File: config.mk
export PLATFORM = sky130hd
export DESIGN_NAME = score_bcd_keeper
export DESIGN_NICKNAME = d
export VERILOG_FILES = /design/src/rtl/score_bcd_keeper_pkg.sv /design/src/rtl/score_bcd_keeper_seq_bin2bcd.sv /design/src/rtl/score_bcd_keeper.sv
export SDC_FILE = /design/constraint.sdc
export NUM_CORES = 1
export LEC_CHECK = 0
export ABC_AREA = 1
export CAP_MARGIN = 15
export CORE_MARGIN = 2
export CORE_UTILIZATION = 57
export CTS_CLUSTER_SIZE = 8
export DETAILED_ROUTE_END_ITERATION = 6
export PLACE_DENSITY = 0.78
export SLEW_MARGIN = 20
export SYNTH_ARGS = -nofsm -noshare
export SYNTH_HDL_FRONTEND = slang
export SYNTH_SLANG_ARGS = --single-unit
File: constraint.sdc
create_clock -name clk -period 3.3 [get_ports clk]
set_input_delay 0.66 -clock clk [delete_from_list [all_inputs] [get_ports clk]]
set_output_delay 0.66 -clock clk [all_outputs]
set_load 0.02 [all_outputs]
File: src/rtl/score_bcd_keeper_pkg.sv
// score_bcd_keeper_pkg: shared game-state codes, score sizing and converter states.
package score_bcd_keeper_pkg;
  localparam logic [1:0] ST_WAIT = 2'd0;
  localparam logic [1:0] ST_FLY = 2'd1;
  localparam logic [1:0] ST_DEAD = 2'd2;
  localparam int SCORE_W = 11;
  localparam int DIGITS = 3;
  localparam int MAX_SCORE = 999;
  localparam int BCD_W = 4 * DIGITS;
  typedef enum logic [1:0] {S_IDLE, S_SHIFT, S_DONE} conv_state_t;
endpackage

File: src/rtl/score_bcd_keeper_seq_bin2bcd.sv
// seq_bin2bcd: serial shift-add-3 binary to BCD engine, one bit per step.
module seq_bin2bcd #(
  parameter int W = 11,
  parameter int D = 3
) (
  input logic clk,
  input logic rst,
  input logic start,
  input logic step,
  input logic [W-1:0] bin,
  output logic [4*D-1:0] bcd,
  output logic done
);
  localparam int CW = $clog2(W + 1);
  logic [W-1:0] sh;
  logic [4*D-1:0] adj;
  logic [CW-1:0] cnt;
  function automatic logic [3:0] add3(input logic [3:0] n);
    return (n >= 4'd5) ? n + 4'd3 : n;
  endfunction
  always_comb begin
    adj = '0;
    for (int i = 0; i < D; i++) adj[4*i +: 4] = add3(bcd[4*i +: 4]);
  end
  // done flags the step that consumes the final binary bit
  assign done = cnt == CW'(W - 1);
  always_ff @(posedge clk) begin
    if (rst) begin
      bcd <= '0;
      sh <= '0;
      cnt <= '0;
    end else if (start) begin
      bcd <= '0;
      sh <= bin;
      cnt <= '0;
    end else if (step) begin
      {bcd, sh} <= {adj[4*D-2:0], sh, 1'b0};
      cnt <= cnt + 1'b1;
    end
  end
endmodule

File: src/rtl/score_bcd_keeper.sv
// score_bcd_keeper: saturating pipe score with serial BCD conversion for the display.
// Optional best-score tracking is built when SCORE_HISCORE_EN is defined.
module score_bcd_keeper
  import score_bcd_keeper_pkg::*;
(
  input logic clk,
  input logic rst,
  input logic [1:0] game_state,
  input logic pass_pulse,
  output logic [SCORE_W-1:0] score,
  output logic [BCD_W-1:0] score_bcd,
  output logic bcd_valid,
  output logic busy,
  output logic [BCD_W-1:0] hiscore_bcd,
  output logic new_best
);
  conv_state_t state, nstate;
  logic clr, dirty, start, step, done;
  logic [SCORE_W-1:0] last_conv;
  logic [BCD_W-1:0] conv_bcd;
  assign clr = game_state != ST_FLY && game_state != ST_DEAD;
  assign dirty = score != last_conv;
  always_ff @(posedge clk) begin
    if (rst || clr) score <= '0;
    else if (game_state == ST_FLY && pass_pulse && score != SCORE_W'(MAX_SCORE)) score <= score + 1'b1;
  end
  always_ff @(posedge clk) state <= rst ? S_IDLE : nstate;
  always_comb begin
    nstate = (state == S_IDLE) ? (dirty ? S_SHIFT : S_IDLE) :
             (state == S_SHIFT) ? (done ? S_DONE : S_SHIFT) : S_IDLE;
  end
  always_comb begin
    start = state == S_IDLE && dirty;
    step = state == S_SHIFT;
    busy = state != S_IDLE;
  end
  // last_conv doubles as the snapshot: it only moves when a conversion starts
  always_ff @(posedge clk) begin
    if (rst) begin
      last_conv <= '0;
      score_bcd <= '0;
      bcd_valid <= 1'b0;
    end else begin
      if (start) last_conv <= score;
      if (state == S_DONE) score_bcd <= conv_bcd;
      bcd_valid <= state == S_DONE;
    end
  end
  seq_bin2bcd #(.W(SCORE_W), .D(DIGITS)) u_conv (
    .clk(clk),
    .rst(rst),
    .start(start),
    .step(step),
    .bin(score),
    .bcd(conv_bcd),
    .done(done)
  );
`ifdef SCORE_HISCORE_EN
  logic [SCORE_W-1:0] best_bin;
  logic better;
  assign better = state == S_DONE && last_conv > best_bin;
  always_ff @(posedge clk) begin
    if (rst) begin
      best_bin <= '0;
      hiscore_bcd <= '0;
      new_best <= 1'b0;
    end else begin
      if (better) begin
        best_bin <= last_conv;
        hiscore_bcd <= conv_bcd;
      end
      new_best <= clr ? 1'b0 : better ? 1'b1 : new_best;
    end
  end
`else
  assign hiscore_bcd = '0;
  assign new_best = 1'b0;
`endif
endmodule

**Word-level counts from Yosys, hierarchy flattened**

Index checks and enable logic that the tools add are counted.

- Register bits after elaboration: 64
- Output and inout bits: 38

- $add $sub $neg: 5
- Magnitude comparators: 3
- Equal/unequal tests: 8
- Mux-type cells: 9
- Reduce and logical (&&, ||, !) cells: 9

Operators with widths:

| kind | number |
|---|---|
| 2-to-1 mux 11 bit | 2 |
| >= comparator 4 x 3 -> 1 bit, second input constant | 3 |
| adder 11 x 1 -> 11 bit, second input constant | 1 |
| != test 11 x 10 -> 1 bit, second input constant | 1 |
| != test 11 bit | 1 |
| adder 4 x 2 -> 4 bit, second input constant | 2 |
| 2-to-1 mux 4 bit | 2 |
| 2-to-1 mux 2 bit | 3 |
| adder 4 x 1 -> 4 bit, second input constant | 1 |
| equality test 2 x 1 -> 1 bit, second input constant | 2 |
| equality test 4 bit, second input constant | 1 |
| logical AND 1 bit | 4 |
| nonzero test 2 bit | 2 |
| adder 3 x 2 -> 3 bit, second input constant | 1 |
| 2-to-1 mux 3 bit | 1 |
| equality test 2 bit, second input constant | 1 |
| logical NOT 2 bit | 1 |
| != test 2 x 1 -> 1 bit, second input constant | 1 |
| != test 2 bit, second input constant | 1 |
| OR reduction 2 bit | 1 |
| logical OR 1 bit | 1 |
| 2-to-1 mux 1 bit | 1 |

**Logic depth before layout (Yosys ltp)**

- Depth in word-level cells: 4
- Mapped depth: 11
- Depth with buffers taken out: 10

**Cells and area by module**

From an unflattened synthesis, not the netlist that was laid out.

- Cell total of the unflattened synthesis: 469
- Area total of the unflattened synthesis: 3419.5 µm²

By module, submodules not included:

| module | times used | cells an instance | area each (µm²) | seq. area each (µm²) |
|---|---|---|---|---|
| score_bcd_keeper | 1 | 276 | 1951.9 | 740.7 |
| seq_bin2bcd | 1 | 193 | 1467.7 | 540.5 |

**Least setup slack after synthesis**

OpenSTA, ideal clock, no wires.

- Kind: reg2reg
- Start point: register score[0]
- End point: register score[0]
- Arrival time: 1.486 ns
- Path slack: 1.677 ns
- Cell stages (with the launch flop): 8
- Buffers on the path: 1
- Period minus slack after synthesis: 1.623 ns
- Cells stage by stage: dfxtp_1 -> ha_1 -> inv_1 -> nor4_2 -> a21oi_2 -> buf_6 -> o21ai_1 -> a21oi_1

- Cells in the longest elaborated chain, start to end: 2
- Elaborated cells on any way between the ends: 3

Ends and longest elaborated chain:

| element | RTL line | text |
|---|---|---|
| from (decl) | score_bcd_keeper.sv:10 | `output logic [SCORE_W-1:0] score,` |
| from (signal assigned) | score_bcd_keeper.sv:25 | `else if (game_state == ST_FLY && pass_pulse && score != SCORE_W'(MAX_SCORE)) score <= score + 1'b1;` |
| branches (longest 2 deep; another with adder 11 x 1 -> 11 bit) | n/a |  |

Several ways; the timed one is not identified.
A chain may end at the register's enable or synchronous reset.

**Final worst setup path**

- Start point: register state[1]
- End point: output port busy

- Cells in the longest elaborated chain, start to end: 1

Ends and longest elaborated chain:

| element | RTL line | text |
|---|---|---|
| from (decl) | score_bcd_keeper.sv:17 | `conv_state_t state, nstate;` |
| from (signal assigned) | score_bcd_keeper.sv:27 | `always_ff @(posedge clk) state <= rst ? S_IDLE : nstate;` |
| nonzero test 2 bit | score_bcd_keeper.sv:35 | `busy = state != S_IDLE;` |
| to (decl) | score_bcd_keeper.sv:13 | `output logic busy,` |

Every way passes these cells.

==> results.txt <==
Averaged over all synthesized cells, the footprint is 7.695 um2. The root buffer cell chosen for the clock tree is sky130_fd_sc_hd__clkbuf_8. Measured against its own limit, the worst slew margin works out to 54.49%. The logs give 0.4657 ns for the worst slack on hold paths and 43 for the number of ports placed on the die boundary. In this run the critical register-to-register path is captured at last_conv[1]$_SDFFE_PP0P_. TritonCTS built the clock tree. After detailed routing, the average wire length per cell comes to 12.75 um. The path with the worst hold slack has its endpoint at u_conv.sh[3]$_SDFFE_PP0P_.

Setup repair after global routing left no endpoint under its margin. The library cell with the largest summed area after synthesis was sky130_fd_sc_hd__dfxtp_1. The tools report the initial antenna violation count as 0. The mapped netlist covers 3286 um2. From synthesis to final layout, the design area changed by 12.79%. Setup violations remaining at the end of the flow were counted as 0. Across all register-to-register paths, the minimum setup slack is 1.49 ns. The number of cells traversed by the worst hold path was 2; the residual antenna-violating net count after detailed routing was 0. The run gives 185 as the count of routing violations after the opening detailed-route iteration. In this run the critical register-to-register path is launched from score[5]$_SDFFE_PP0P_.

Synthesis instantiated 35 different standard cells from the library. Die area: 6387 um2. The worst setup path is launched from a register. The number of buffers created by CTS came out at 9. Counting tap cells, the placed design contains a total of 513 instances. Of all nets on the critical path, the largest fanout is 4.

For the number of max-slew violations in the final report, the log shows 0. The final non-filler cell total was 529. For the worst setup path, the data arrival time is 1.74 ns. The first global-routing pass estimated 11.16 mm of wire. Data on the critical path is required at its endpoint by 2.64 ns. The instance area after placement was 3521 um2; the die extent in y was 79.92 um.

The via count of the first global-routing pass is 2,445, and the maximum clock rate is 417.2 MHz. The total area inside the core boundary comes to 5540 um2. The tools report the number of inserted filler cells in the final layout as 495.

The initial utilization of the core area, before any placement, comes to 59.30%. The tools report the total grt overflow as 0. For the count of endpoints failing hold in the final timing report, the log shows 0. The share of final-layout standard cells stronger than drive strength 1 is 14.66%, and the total half-perimeter wirelength after legalization and detailed placement is 4.673 mm.

In this run the power density over the cells is 409.7 nW/um2. Hold path startpoint: u_conv.sh[3]$_SDFFE_PP0P_. The transition time at the pin with the least slew margin was 0.6819 ns.

The leading cell type by number of instances after synthesis is sky130_fd_sc_hd__nand2_1. Wires add up to 6.746 mm. For this run, the leading register cell type out of synthesis is sky130_fd_sc_hd__dfxtp_1.

After synthesis, the largest area contributor takes up 38.99% of total cell area. The run gives 64 as the total clock sinks. The clock period could shrink to 2.397 ns. Sequential fraction of the synthesis area: 38.99%. For this run, the number of Yosys warnings is 0.

Clock latency on the worst-skew pair, taken at its later pin, is 0.33 ns. The tools report the total inserted antenna cells as 0. Summing over every cut layer, the via total after detailed routing is 2,755. The worst-case reg-to-reg path depth came out at 7. The final cycle utilization of the critical path was 72.64%; the total power was 1.519 mW.

The critical path is of the reg -> out type. The run gives 0 as the number of cells upsized or downsized after cts. The final net count was 467. The longest clock path from root to sink contains 2 buffers. The floorplan has 27 rows. The floorplan step set the die width to 79.92 um. IR analysis of the VDD net gives a maximum drop of 0.0002695 V. The length of the first detailed-routing pass in iterations was 4. The finished cells cover 3706 um2.

Reported leakage power: 1.352 nW. After clock tree synthesis, the clock-pin slew on the worst setup and hold paths is 0.07 ns. The post-route clock skew was 0.004462 ns. After detailed routing, the number of vias per cell comes to 5.208. During placement, the flow inserted port buffers numbering 29. The setup fix buffers added after clock tree synthesis came out at 0. For this run, the total global-route usage over all layers was measured as 22.35%.

The number of hold buffers added after CTS was 0. STA classifies the critical path endpoint as an output pin. By count the netlist is led by 90 x sky130_fd_sc_hd__nand2_1, 64 x sky130_fd_sc_hd__dfxtp_1, 40 x sky130_fd_sc_hd__inv_1, 30 x sky130_fd_sc_hd__o21ai_0, 25 x sky130_fd_sc_hd__a21oi_1. Class of the tightest hold or removal check: reg -> reg. The flow ran to the end, and the final reports show no timing, DRC or antenna violations. The largest net degree at the start of global routing was 39.

The count of H-tree levels built during CTS is 3, and the post-synthesis sequential element count is 64. The async set-or-reset flop fraction in the synthesized netlist was 0%; the number of max-cap violations was 0. For this run, design rule violations remaining after detail routing come to 0. Yosys mapped a number of flops with a built-in enable equal to 0. For the count of mapped cells out of synthesis, the log shows 427. In the post-synthesis netlist, the biggest area contributors are sky130_fd_sc_hd__dfxtp_1 39%, sky130_fd_sc_hd__nand2_1 10%, sky130_fd_sc_hd__inv_1 4.6%. In the final timing run, aggregate negative setup slack is 0 ns. The run gives 0.9324 as the routability congestion estimate from global placement.
[through the flow]
step,util [%],worst slack (ns)
global placement,63.55,0.9479
finish,66.89,0.9030
CTS,66.89,0.8677
global route,66.89,0.7673
floorplan,-,1.677
detailed placement,63.55,0.8844
[layer usage]
layer	track usage [%]	vias up	part of all wire, %
li1	-	1407	-
met2	34.25	75	47
met1	30.56	1267	48
met3	5.882	6	4.3
met5	0	-	0
met4	7.288	0	0.93
[critical path, cell delays in order, from the launching register on]
cell	delay (ns)
sky130_fd_sc_hd__dfxtp_1	0.33
sky130_fd_sc_hd__nor2_1	0.46
sky130_fd_sc_hd__inv_1	0.08
sky130_fd_sc_hd__clkdlybuf4s50_1	0.55
[registers in the layout, indices dropped and copies added, names as in the netlist]
signal / cells
score_bcd: 12
u_conv.sh: 11
u_conv.bcd: 12
u_conv.cnt: 4
score: 11
last_conv: 11
bcd_valid: 1
state: 2
[layout by cell type (no fill, tap or decap), types with 12 or more instances in the layout]
| cell type | synthesis | layout |
|---|---|---|
| sky130_fd_sc_hd__nor2_2 | 13 | 13 |
| sky130_fd_sc_hd__nor2_1 | 21 | 21 |
| sky130_fd_sc_hd__o21ai_1 | 13 | 13 |
| sky130_fd_sc_hd__inv_1 | 40 | 40 |
| sky130_fd_sc_hd__clkdlybuf4s50_1 | 0 | 29 |
| sky130_fd_sc_hd__nand3_1 | 21 | 21 |
| sky130_fd_sc_hd__clkbuf_8 | 0 | 12 |
| sky130_fd_sc_hd__a21oi_1 | 25 | 25 |
| sky130_fd_sc_hd__conb_1 | 1 | 13 |
| sky130_fd_sc_hd__nand2_1 | 90 | 90 |
| sky130_fd_sc_hd__dfxtp_1 | 64 | 64 |
| sky130_fd_sc_hd__o21ai_0 | 30 | 30 |
[worst max-delay path by stage]
stage	start	end	slack, ns	cells past startpoint
detailed placement	rst	u_conv.sh[6]$_SDFFE_PP0P_	0.88	7
finish	state[1]$_SDFF_PP0_	busy	0.90	3
global placement	rst	u_conv.sh[6]$_SDFFE_PP0P_	0.95	7
floorplan	score[0]$_SDFFE_PP0P_	score[0]$_SDFFE_PP0P_	1.68	7
CTS	state[1]$_SDFF_PP0_	busy	0.87	3
global route	state[1]$_SDFF_PP0_	busy	0.77	3
[power by group]
| group | switching (mW) | internal (mW) |
|---|---|---|
| Sequential | 0.00373 | 0.776 |
| Clock | 0.297 | 0.334 |
| Combinational | 0.0833 | 0.0243 |
[cell type report]
cell class | instances | area, um2 | share of cell area (%)
Inverter | 48 | 180.2 | 4.862
Clock buffer | 14 | 172.7 | 4.659
Timing Repair Buffer | 31 | 305.3 | 8.238
Multi-Input combinational cell | 298 | 1664 | 44.90
Clock inverter | 2 | 12.51 | 0.3376
Sequential cell | 64 | 1281 | 34.57
Tap cell | 72 | 90.09 | 2.431
[logic make-up (layout without fill, tap and decap cells)]
kind of cell               count (synthesis)  in the layout  synth area share (%)
DFF                                       64             64                 38.99
AOI/OAI and AO/OA                         94             94                 17.48
and+or+nand+nor                          165            165                 23.61
buffers and inverters                     77             95                 11.73
other                                      1             13                0.1141
adders and majority gates                 10             10                 3.808
xor gates and xnor gates                  16             16                 4.265
Power figures use the tool's default switching activity.
